--- src/rtl/dev_bridge_arb_pkg.sv ---
// dev_bridge_arb_pkg: shared encodings and default device base addresses
// for the two-master timer/peripheral bridge and its address decoder.
package dev_bridge_arb_pkg;

  // Bridge transaction sequencer states.
  typedef enum logic [1:0] {
    IDLE   = 2'b00,
    ACCESS = 2'b01,
    RESP   = 2'b10
  } state_t;

  // Device select code produced by the address decoder.
  typedef enum logic [1:0] {
    SEL_T0   = 2'b00,
    SEL_T1   = 2'b01,
    SEL_D2   = 2'b10,
    SEL_NONE = 2'b11
  } sel_t;

  // Default 16-byte device windows.
  localparam logic [31:0] T0_BASE = 32'h0000_7F00;
  localparam logic [31:0] T1_BASE = 32'h0000_7F10;
  localparam logic [31:0] D2_BASE = 32'h0000_7F20;

endpackage

--- src/rtl/dev_bridge_arb_decode.sv ---
// dev_addr_decode: combinational map from a byte address to a device
// select code plus a hit flag. A window matches when addr[31:4] equals
// the base's [31:4]. Shared with the DMA engine, so it stays standalone.
module dev_addr_decode
  import dev_bridge_arb_pkg::*;
#(
  parameter logic [31:0] T0 = T0_BASE,
  parameter logic [31:0] T1 = T1_BASE,
  parameter logic [31:0] D2 = D2_BASE
) (
  input  logic [31:0] addr,
  output sel_t        sel,
  output logic        hit
);

  // The word/byte offset inside a window does not affect the decode.
  logic unused_offset;
  assign unused_offset = ^addr[3:0];

  // Priority-free window compare; windows never overlap.
  always_comb begin
    sel = SEL_NONE;
    hit = 1'b0;
    if (addr[31:4] == T0[31:4]) begin
      sel = SEL_T0;
      hit = 1'b1;
    end else if (addr[31:4] == T1[31:4]) begin
      sel = SEL_T1;
      hit = 1'b1;
    end else if (addr[31:4] == D2[31:4]) begin
      sel = SEL_D2;
      hit = 1'b1;
    end
  end

endmodule

--- src/rtl/dev_bridge_arb.sv ---
// dev_bridge_arb: round-robin two-master bridge onto the timer/dev2 bus.
// Each access runs IDLE -> ACCESS -> RESP. Device irqs are registered
// into the HWInt vector independently of the sequencer.
// Build option: DEV_BRIDGE_ERR_EN enables the err response on unmapped
// accesses; without it m0_err/m1_err are tied low.
module dev_bridge_arb
  import dev_bridge_arb_pkg::*;
(
  input  logic        clk,
  input  logic        reset,
  input  logic        m0_req,
  input  logic [31:0] m0_addr,
  input  logic        m0_we,
  input  logic [31:0] m0_wdata,
  output logic        m0_ack,
  output logic [31:0] m0_rdata,
  output logic        m0_err,
  input  logic        m1_req,
  input  logic [31:0] m1_addr,
  input  logic        m1_we,
  input  logic [31:0] m1_wdata,
  output logic        m1_ack,
  output logic [31:0] m1_rdata,
  output logic        m1_err,
  output logic [1:0]  dev_addr,
  output logic [31:0] dev_wdata,
  output logic        t0_we,
  output logic        t1_we,
  output logic        d2_we,
  input  logic [31:0] t0_rdata,
  input  logic [31:0] t1_rdata,
  input  logic [31:0] d2_rdata,
  input  logic        t0_irq,
  input  logic        t1_irq,
  input  logic        d2_irq,
  output logic [5:0]  hwint
);

  state_t      state_reg, state_next;
  logic        last_grant_reg;   // 0: m0 granted last, 1: m1 granted last
  logic [31:0] addr_reg;
  logic [31:0] wdata_reg;
  logic        we_reg;
  logic        id_reg;           // grantee of the transaction in flight
  logic [5:0]  hwint_reg;
  logic        ack_reg   [2];
  logic [31:0] rdata_reg [2];

  logic        any_req;
  logic        grant_id;
  sel_t        sel;
  logic        hit;
  logic [31:0] sel_rdata;
  logic [31:0] resp_rdata;
  logic        unused_byte;

  assign any_req     = m0_req | m1_req;
  assign unused_byte = ^addr_reg[1:0];

  dev_addr_decode u_decode (
    .addr (addr_reg),
    .sel  (sel),
    .hit  (hit)
  );

  // Round-robin pick: on conflict the master not granted last wins.
  always_comb begin
    grant_id = 1'b0;
    if (m0_req && m1_req) begin
      grant_id = ~last_grant_reg;
    end else if (m1_req) begin
      grant_id = 1'b1;
    end
  end

  // Read-data mux for the decoded device; writes and misses return zero.
  always_comb begin
    sel_rdata = 32'h0;
    case (sel)
      SEL_T0:  sel_rdata = t0_rdata;
      SEL_T1:  sel_rdata = t1_rdata;
      SEL_D2:  sel_rdata = d2_rdata;
      default: sel_rdata = 32'h0;
    endcase
    resp_rdata = (we_reg || !hit) ? 32'h0 : sel_rdata;
  end

  // Sequencer next state and the single-cycle device write strobes.
  // Strobes are masked by reset so a reset landing in ACCESS never writes.
  always_comb begin
    state_next = state_reg;
    t0_we      = 1'b0;
    t1_we      = 1'b0;
    d2_we      = 1'b0;
    case (state_reg)
      IDLE: begin
        if (any_req) state_next = ACCESS;
      end
      ACCESS: begin
        state_next = RESP;
        if (we_reg && !reset) begin
          t0_we = (sel == SEL_T0);
          t1_we = (sel == SEL_T1);
          d2_we = (sel == SEL_D2);
        end
      end
      RESP: begin
        state_next = IDLE;
      end
      default: state_next = IDLE;
    endcase
  end

  // State register plus grant latch of the request fields in IDLE.
  always_ff @(posedge clk) begin
    if (reset) begin
      state_reg      <= IDLE;
      last_grant_reg <= 1'b1;
      addr_reg       <= 32'h0;
      wdata_reg      <= 32'h0;
      we_reg         <= 1'b0;
      id_reg         <= 1'b0;
    end else begin
      state_reg <= state_next;
      if (state_reg == IDLE && any_req) begin
        addr_reg       <= grant_id ? m1_addr  : m0_addr;
        wdata_reg      <= grant_id ? m1_wdata : m0_wdata;
        we_reg         <= grant_id ? m1_we    : m0_we;
        id_reg         <= grant_id;
        last_grant_reg <= grant_id;
      end
    end
  end

  // Per-master response: ack pulses for the RESP cycle, rdata held until
  // that master's next ack.
  for (genvar gi = 0; gi < 2; gi++) begin : g_resp
    always_ff @(posedge clk) begin
      if (reset) begin
        ack_reg[gi]   <= 1'b0;
        rdata_reg[gi] <= 32'h0;
      end else begin
        ack_reg[gi] <= (state_reg == ACCESS) && (id_reg == 1'(gi));
        if (state_reg == ACCESS && id_reg == 1'(gi)) begin
          rdata_reg[gi] <= resp_rdata;
        end
      end
    end
  end

`ifdef DEV_BRIDGE_ERR_EN
  logic err_reg [2];

  // Unmapped access flags err alongside that master's ack.
  for (genvar gi = 0; gi < 2; gi++) begin : g_err
    always_ff @(posedge clk) begin
      if (reset) begin
        err_reg[gi] <= 1'b0;
      end else begin
        err_reg[gi] <= (state_reg == ACCESS) && (id_reg == 1'(gi)) && !hit;
      end
    end
  end

  assign m0_err = err_reg[0];
  assign m1_err = err_reg[1];
`else
  assign m0_err = 1'b0;
  assign m1_err = 1'b0;
`endif

  // Interrupt lines registered into the CP0 HWInt vector every cycle.
  always_ff @(posedge clk) begin
    if (reset) begin
      hwint_reg <= 6'h0;
    end else begin
      hwint_reg <= {3'b000, d2_irq, t1_irq, t0_irq};
    end
  end

  assign m0_ack    = ack_reg[0];
  assign m1_ack    = ack_reg[1];
  assign m0_rdata  = rdata_reg[0];
  assign m1_rdata  = rdata_reg[1];
  assign dev_addr  = addr_reg[3:2];
  assign dev_wdata = wdata_reg;
  assign hwint     = hwint_reg;

endmodule

--- config.mk ---
export PLATFORM = sky130hd
export DESIGN_NAME = dev_bridge_arb
export DESIGN_NICKNAME = d
export VERILOG_FILES = /design/src/rtl/dev_bridge_arb_pkg.sv /design/src/rtl/dev_bridge_arb_decode.sv /design/src/rtl/dev_bridge_arb.sv
export SDC_FILE = /design/constraint.sdc
export NUM_CORES = 1
export LEC_CHECK = 0
export BUFFER_PORTS_ARGS = -buffer_cell sky130_fd_sc_hd__buf_4
export CELL_PAD_IN_SITES_DETAIL_PLACEMENT = 0
export CELL_PAD_IN_SITES_GLOBAL_PLACEMENT = 1
export CORE_ASPECT_RATIO = 1.5
export CORE_MARGIN = 2
export CORE_UTILIZATION = 36
export CTS_CLUSTER_DIAMETER = 30
export DETAILED_ROUTE_END_ITERATION = 7
export HOLD_SLACK_MARGIN = 0.08
export PLACE_DENSITY = 0.85
export SLEW_MARGIN = 40
export SYNTH_ARGS = -nofsm -noshare
export SYNTH_HDL_FRONTEND = slang
export SYNTH_HIERARCHICAL = 1
export SYNTH_SLANG_ARGS = --single-unit
--- constraint.sdc ---
create_clock -name clk -period 7 [get_ports clk]
set_input_delay 0.35 -clock clk [delete_from_list [all_inputs] [get_ports clk]]
set_output_delay 0.35 -clock clk [all_outputs]
set_load 0.02 [all_outputs]
==> impl_metrics.tcl, run 1 <==
set metrics [dict create \
    max-cap-violations 0 \
    ant_nets 0 \
    hold_end "hwint[2]" \
    setup_violations 0 \
    outcome "completed" \
    post-route-drc-count 0 \
    wl_um 20400 \
    fin_util_pct 54.3 \
    portBuffers 334 \
    clk_pin_slew_ps 60 \
    multi_input_area_mm2 0.00277 \
    cts_num_sinks 136 \
    register_area_mm2 0.00336 \
    hold_viol 0 \
    slew_headroom_pct 48.7 \
    grt_max_degree 73 \
    worst_pin_slew_ps 769 \
    layoutNonFillerInstCount 1158 \
    start_util_pct 36.4 \
    clkLatencyLatePin_ps 420 \
    die_area_mm2 0.0190 \
    rsz0062_at_grt "no" \
    grt-ovfl-total 0 \
    r2r.worst_path.cells 8 \
    h-tree-depth 4 \
    tns_ps 0 \
    hold_path_depth 2 \
    antenna_found_initial 0 \
    cts_tree "done" \
    worstReg2RegStart "addr_reg[23]" \
    die_h_um 168 \
    critPathLaunchType "flop" \
    final_common_cell "buf_4" \
    worstSetupPathType "flop to primary output" \
    crit_buf_inv 3 \
    max_stage_delay_ps 610 \
    crit_fanout 36 \
    rows 60 \
    place_area_mm2 0.00901 \
    rrSetupSlack_ps 4100 \
    largest_register_ffs 64 \
    diodes 0 \
    dpl.hpwl_um 13900 \
    gp_congestion 0.758 \
    r2r_end "rdata_reg[1][21]" \
    syn_avg_cell_area_um2 10.3 \
    die-width_um 113 \
    power_leakage_nw 4.27 \
    hold_buffers 0 \
    core_area_mm2 0.0177 \
    ctsRootBufferMaster "clkbuf_16" \
    critPathSlowestCell "or4_2" \
    final_area_mm2 0.00963 \
    vias_per_cell 5.11 \
    fin_crit_sh_pct 50.7 \
    synthToLayoutAreaGrowth_pct 49.3 \
    drt_first_pass_iters 4 \
    nets 1161 \
    slew_violations 0 \
    dp.cells 1125 \
    fmax_mhz 282 \
    fillCellCount 1672 \
    grt_usage_pct 20.9 \
    numCtsBuffers 17 \
    wl_per_cell_um 17.6 \
    cts-resized-gates 0 \
    mostFrequentLayoutCells "buf_4, nand2_1, dfxtp_1" \
    grt_pass1_vias 5960 \
    cts_setup_buffers 0 \
    critical_path_required_ps 6650 \
    layout-drive-gt1-share_pct 45.4 \
    clock_skew_ps 14.4 \
    worst_ep_arrival_time_ps 3200 \
    grt_pass1_wl_um 31300 \
    setup_ws_ps 3450 \
    min_period_ps 3550 \
    drt-initial-drc-count 297 \
    min_path_type "primary input to flop" \
    vias 5917 \
    cpMostUsedCell "buf_4" \
    place_ws_ps 3830 \
    synth_area_mm2 0.00645 \
    worst_setup_path_end_kind "primary output" \
    hp-start "d2_irq" \
    path_cells "nand2b_1 > or4_4 > or4_2 > buf_4 > nor2b_2 > buf_4 > and3_1 > buf_4" \
    power.density_mw_per_mm2 239 \
    cts_buffer_depth 2 \
    io_pins 344 \
    peakVddDrop_mv 0.125 \
    critPathTopFamily "simple AND/OR/NAND/NOR gates" \
    yosysWarnings 6 \
    synth_cells 629 \
]
layout make-up:
type	count	area share, %
clock buffer	17	4.42
clock inverter	15	1.87
inverter	2	0.0780
multi-input combinational	426	28.8
sequential	136	34.9
tap	217	2.82
timing repair buffer	345	27.1
worst register-to-register path: stages (launching register included):
cell       delay (ps)
dfxtp_1           310
nand2b_1          130
or4_4             490
or4_2             610
buf_4             340
nor2b_2           170
buf_4             360
a2bb2oi_1         200
nor2_1            140
power breakdown:
group	total (mW)	internal, mW	switching (mW)
combinational	0.443	0.212	0.230
sequential	0.932	0.899	0.0323
clock	0.926	0.541	0.385
layer usage:
layer	track usage, %	part of all wire, %	vias to the layer above
met2	37.6	53	233
li1	-	-	2893
met1	23.3	37	2757
met5	0	0	-
met3	5.83	7.2	34
met4	7.42	2.7	0
stage by stage:
stage,total power [mW],hold WS (ps)
3_3_place_gp,1.38,503
3_5_place_dp,1.39,511
6_report,2.30,146
2_1_floorplan,1.19,437
4_1_cts,2.33,131
5_1_grt,2.40,139
worst max path at each step:
stage / startpoint / depth (start not counted) / to / slack, ps
final: addr_reg[23] / 8 / t1_we / 3450
after global routing: addr_reg[21] / 8 / t1_we / 3240
after CTS: addr_reg[21] / 8 / t1_we / 3370
after detailed placement: addr_reg[21] / 8 / t1_we / 3830
after global placement: addr_reg[21] / 8 / t1_we / 3860
after floorplan: addr_reg[23] / 8 / t1_we / 4380
No activity file was read; power rests on OpenSTA's default activity.
==> run 2: changes to the inputs <==
--- a/config.mk
+++ b/config.mk
@@ -10,11 +10,11 @@
 export CELL_PAD_IN_SITES_GLOBAL_PLACEMENT = 1
 export CORE_ASPECT_RATIO = 1.5
 export CORE_MARGIN = 2
-export CORE_UTILIZATION = 36
+export CORE_UTILIZATION = 33
 export CTS_CLUSTER_DIAMETER = 30
 export DETAILED_ROUTE_END_ITERATION = 7
 export HOLD_SLACK_MARGIN = 0.08
-export PLACE_DENSITY = 0.85
+export PLACE_DENSITY = 0.79
 export SLEW_MARGIN = 40
 export SYNTH_ARGS = -nofsm -noshare
 export SYNTH_HDL_FRONTEND = slang
==> constraint.sdc (replaced) <==
create_clock -name clk -period 3.4 [get_ports clk]
set_input_delay 0.17 -clock clk [delete_from_list [all_inputs] [get_ports clk]]
set_output_delay 0.17 -clock clk [all_outputs]
set_load 0.02 [all_outputs]
==> run 2 against run 1 <==
  * Clock power increased by 99%
  * Critical path depth unchanged
  * Total power increased by 110%
  * Flip-flop and latch count unchanged
  * Global-route usage increased by 0.32 points
  * Routed wire length increased by 11%
  * Largest cell class is now non-clock buffers
  * Via count increased by 9.9%
  * Core utilization increased by 3.4 points
  * Highest routed layer unchanged
  * First-iteration DRC count increased by 21%
  * Clock-buffer cell count unchanged
  * Final area increased by 15%
==> impl_metrics.tcl, run 2 (synthesized netlist as in run 1, its figures left out) <==
set metrics [dict create \
    final_common_cell "buf_4" \
    place_ws_ps 408 \
    grt_pass1_wl_um 35000 \
    grt_max_degree 70 \
    vias 6504 \
    wl_um 22600 \
    antenna_found_initial 0 \
    worst_ep_arrival_time_ps 3080 \
    grt_use_met1_pct 22.7 \
    wl_per_cell_um 16.9 \
    fmax_mhz 307 \
    fin_crit_sh_pct 95.7 \
    h-tree-depth 4 \
    critPathLaunchType "flop" \
    grt-ovfl-total 0 \
    min_period_ps 3250 \
    setup_ws_ps 146 \
    use_met2_pct 39.9 \
    hold_viol 0 \
    max-cap-violations 0 \
    synthToLayoutAreaGrowth_pct 71.6 \
    cts_tree "done" \
    busiest_layer "met2" \
    mostFrequentLayoutCells "buf_4, dlygate4sd3_1, nand2_1" \
    die_h_um 175 \
    io_pins 344 \
    grt_pass1_vias 6888 \
    crit_fanout 36 \
    cts_num_sinks 136 \
    die_area_mm2 0.0207 \
    layout-drive-gt1-share_pct 39.7 \
    critPathSlowestCell "or4_2" \
    power.density_mw_per_mm2 441 \
    min_path_type "primary input to flop" \
    rsz0062_at_grt "no" \
    diodes 0 \
    tns_ps 0 \
    worstSetupPathType "flop to primary output" \
    largest_register_ffs 64 \
    dpl.hpwl_um 14300 \
    use_met3_pct 4.83 \
    setup_violations 0 \
    cts_buffer_depth 2 \
    max_stage_delay_ps 630 \
    start_util_pct 33.7 \
    post-route-drc-count 0 \
    clock_skew_ps 14.6 \
    fillCellCount 1700 \
    clkLatencyLatePin_ps 410 \
    ctsRootBufferMaster "clkbuf_16" \
    drt_first_pass_iters 4 \
    slew_headroom_pct 48.3 \
    critical_path_required_ps 3230 \
    worst_pin_slew_ps 775 \
    slew_violations 0 \
    numCtsBuffers 17 \
    ant_nets 0 \
    nets 1302 \
    outcome "completed" \
    rows 62 \
    clk_pin_slew_ps 70 \
    p_total_mw 4.88 \
    drt-initial-drc-count 359 \
    path_cells "nand2b_1 > or4_4 > or4_2 > buf_6 > nor2b_2 > buf_4 > and3_1 > buf_4" \
    grt_usage_pct 21.2 \
    cts_setup_buffers 0 \
    worst_setup_path_end_kind "primary output" \
    cpMostUsedCell "buf_4" \
    portBuffers 334 \
    vias_per_cell 4.86 \
    die-width_um 118 \
    power_leakage_nw 4.95 \
    gp_congestion 0.774 \
    crit_buf_inv 3 \
    core_area_mm2 0.0192 \
    peakVddDrop_mv 0.255 \
    critPathTopFamily "simple AND/OR/NAND/NOR gates" \
]
run 2: cell types whose count changed in the layout (fill, tap and decap cells not counted):
cell | previous run | this run
nor4_1 | 3 | 2
dlygate4sd3_1 | 0 | 139
clkinv_8 | 0 | 1
nor4_2 | 0 | 1
buf_4 | 342 | 344
inv_8 | 4 | 2
bufinv_16 | 2 | 1
inv_6 | 6 | 7
clkinv_2 | 0 | 1
run 2: final timing paths:
check        slack, ps          endpoint         start  depth (start not counted)
max                150             t1_we  addr_reg[23]                          8
min                 90  rdata_reg[0][25]  t1_rdata[25]                          3
max reg2reg        630  rdata_reg[1][11]  addr_reg[23]                          8
min reg2reg        540        ack_reg[1]        id_reg                          1
run 2: layer usage:
layer  up-vias  wire (um)
met2       246      12200
met5         -          0
li1       3163          -
met3        36       1240
met4         0        631
met1      3059       8530
run 2: area by class of cell:
class,count,area [um2],area share (%)
clock buffer,17,425,3.84
clock inverter,15,158,1.42
inverter,2,7.51,0.0679
multi-input combinational,426,2770,25.1
sequential,136,3360,30.4
tap,256,320,2.89
timing repair buffer,486,4020,36.3
run 2: repair_timing:
item / in CTS / in global routing
endpoints found under the hold margin: 76 / 0
pin swaps: 0 / 0
setup endpoints to repair: 1 / 1
resized for setup: 1 / 1
hold buffers: 139 / 0
cloned: 0 / 0
run 2: metrics by stage:
step                std cells  utilization [%]  cell area (um2)  hold slack, ps
global placement         1166             47.2             9040             382
detailed placement       1167             47.4             9080             390
global route             1338             57.7            11100            87.5
finish                   1338             57.7            11100            89.6
floorplan                 633                -             6460             257
CTS                      1338             57.7            11100            81.4
run 2: worst reg2reg max path, delay by kind of cell, from the launching register on:
kind	cells	cell delay [ps]
simple gates	5	1580
buf+inv	2	560
flops	1	310
compound gates	1	170
run 2: where the power goes:
group	switching (mW)	internal, mW	leakage, nW	total [mW]
Combinational	0.525	0.597	3.40	1.12
Sequential	0.0676	1.85	1.27	1.92
Clock	0.802	1.04	0.279	1.84
Total	1.39	3.49	4.95	4.88
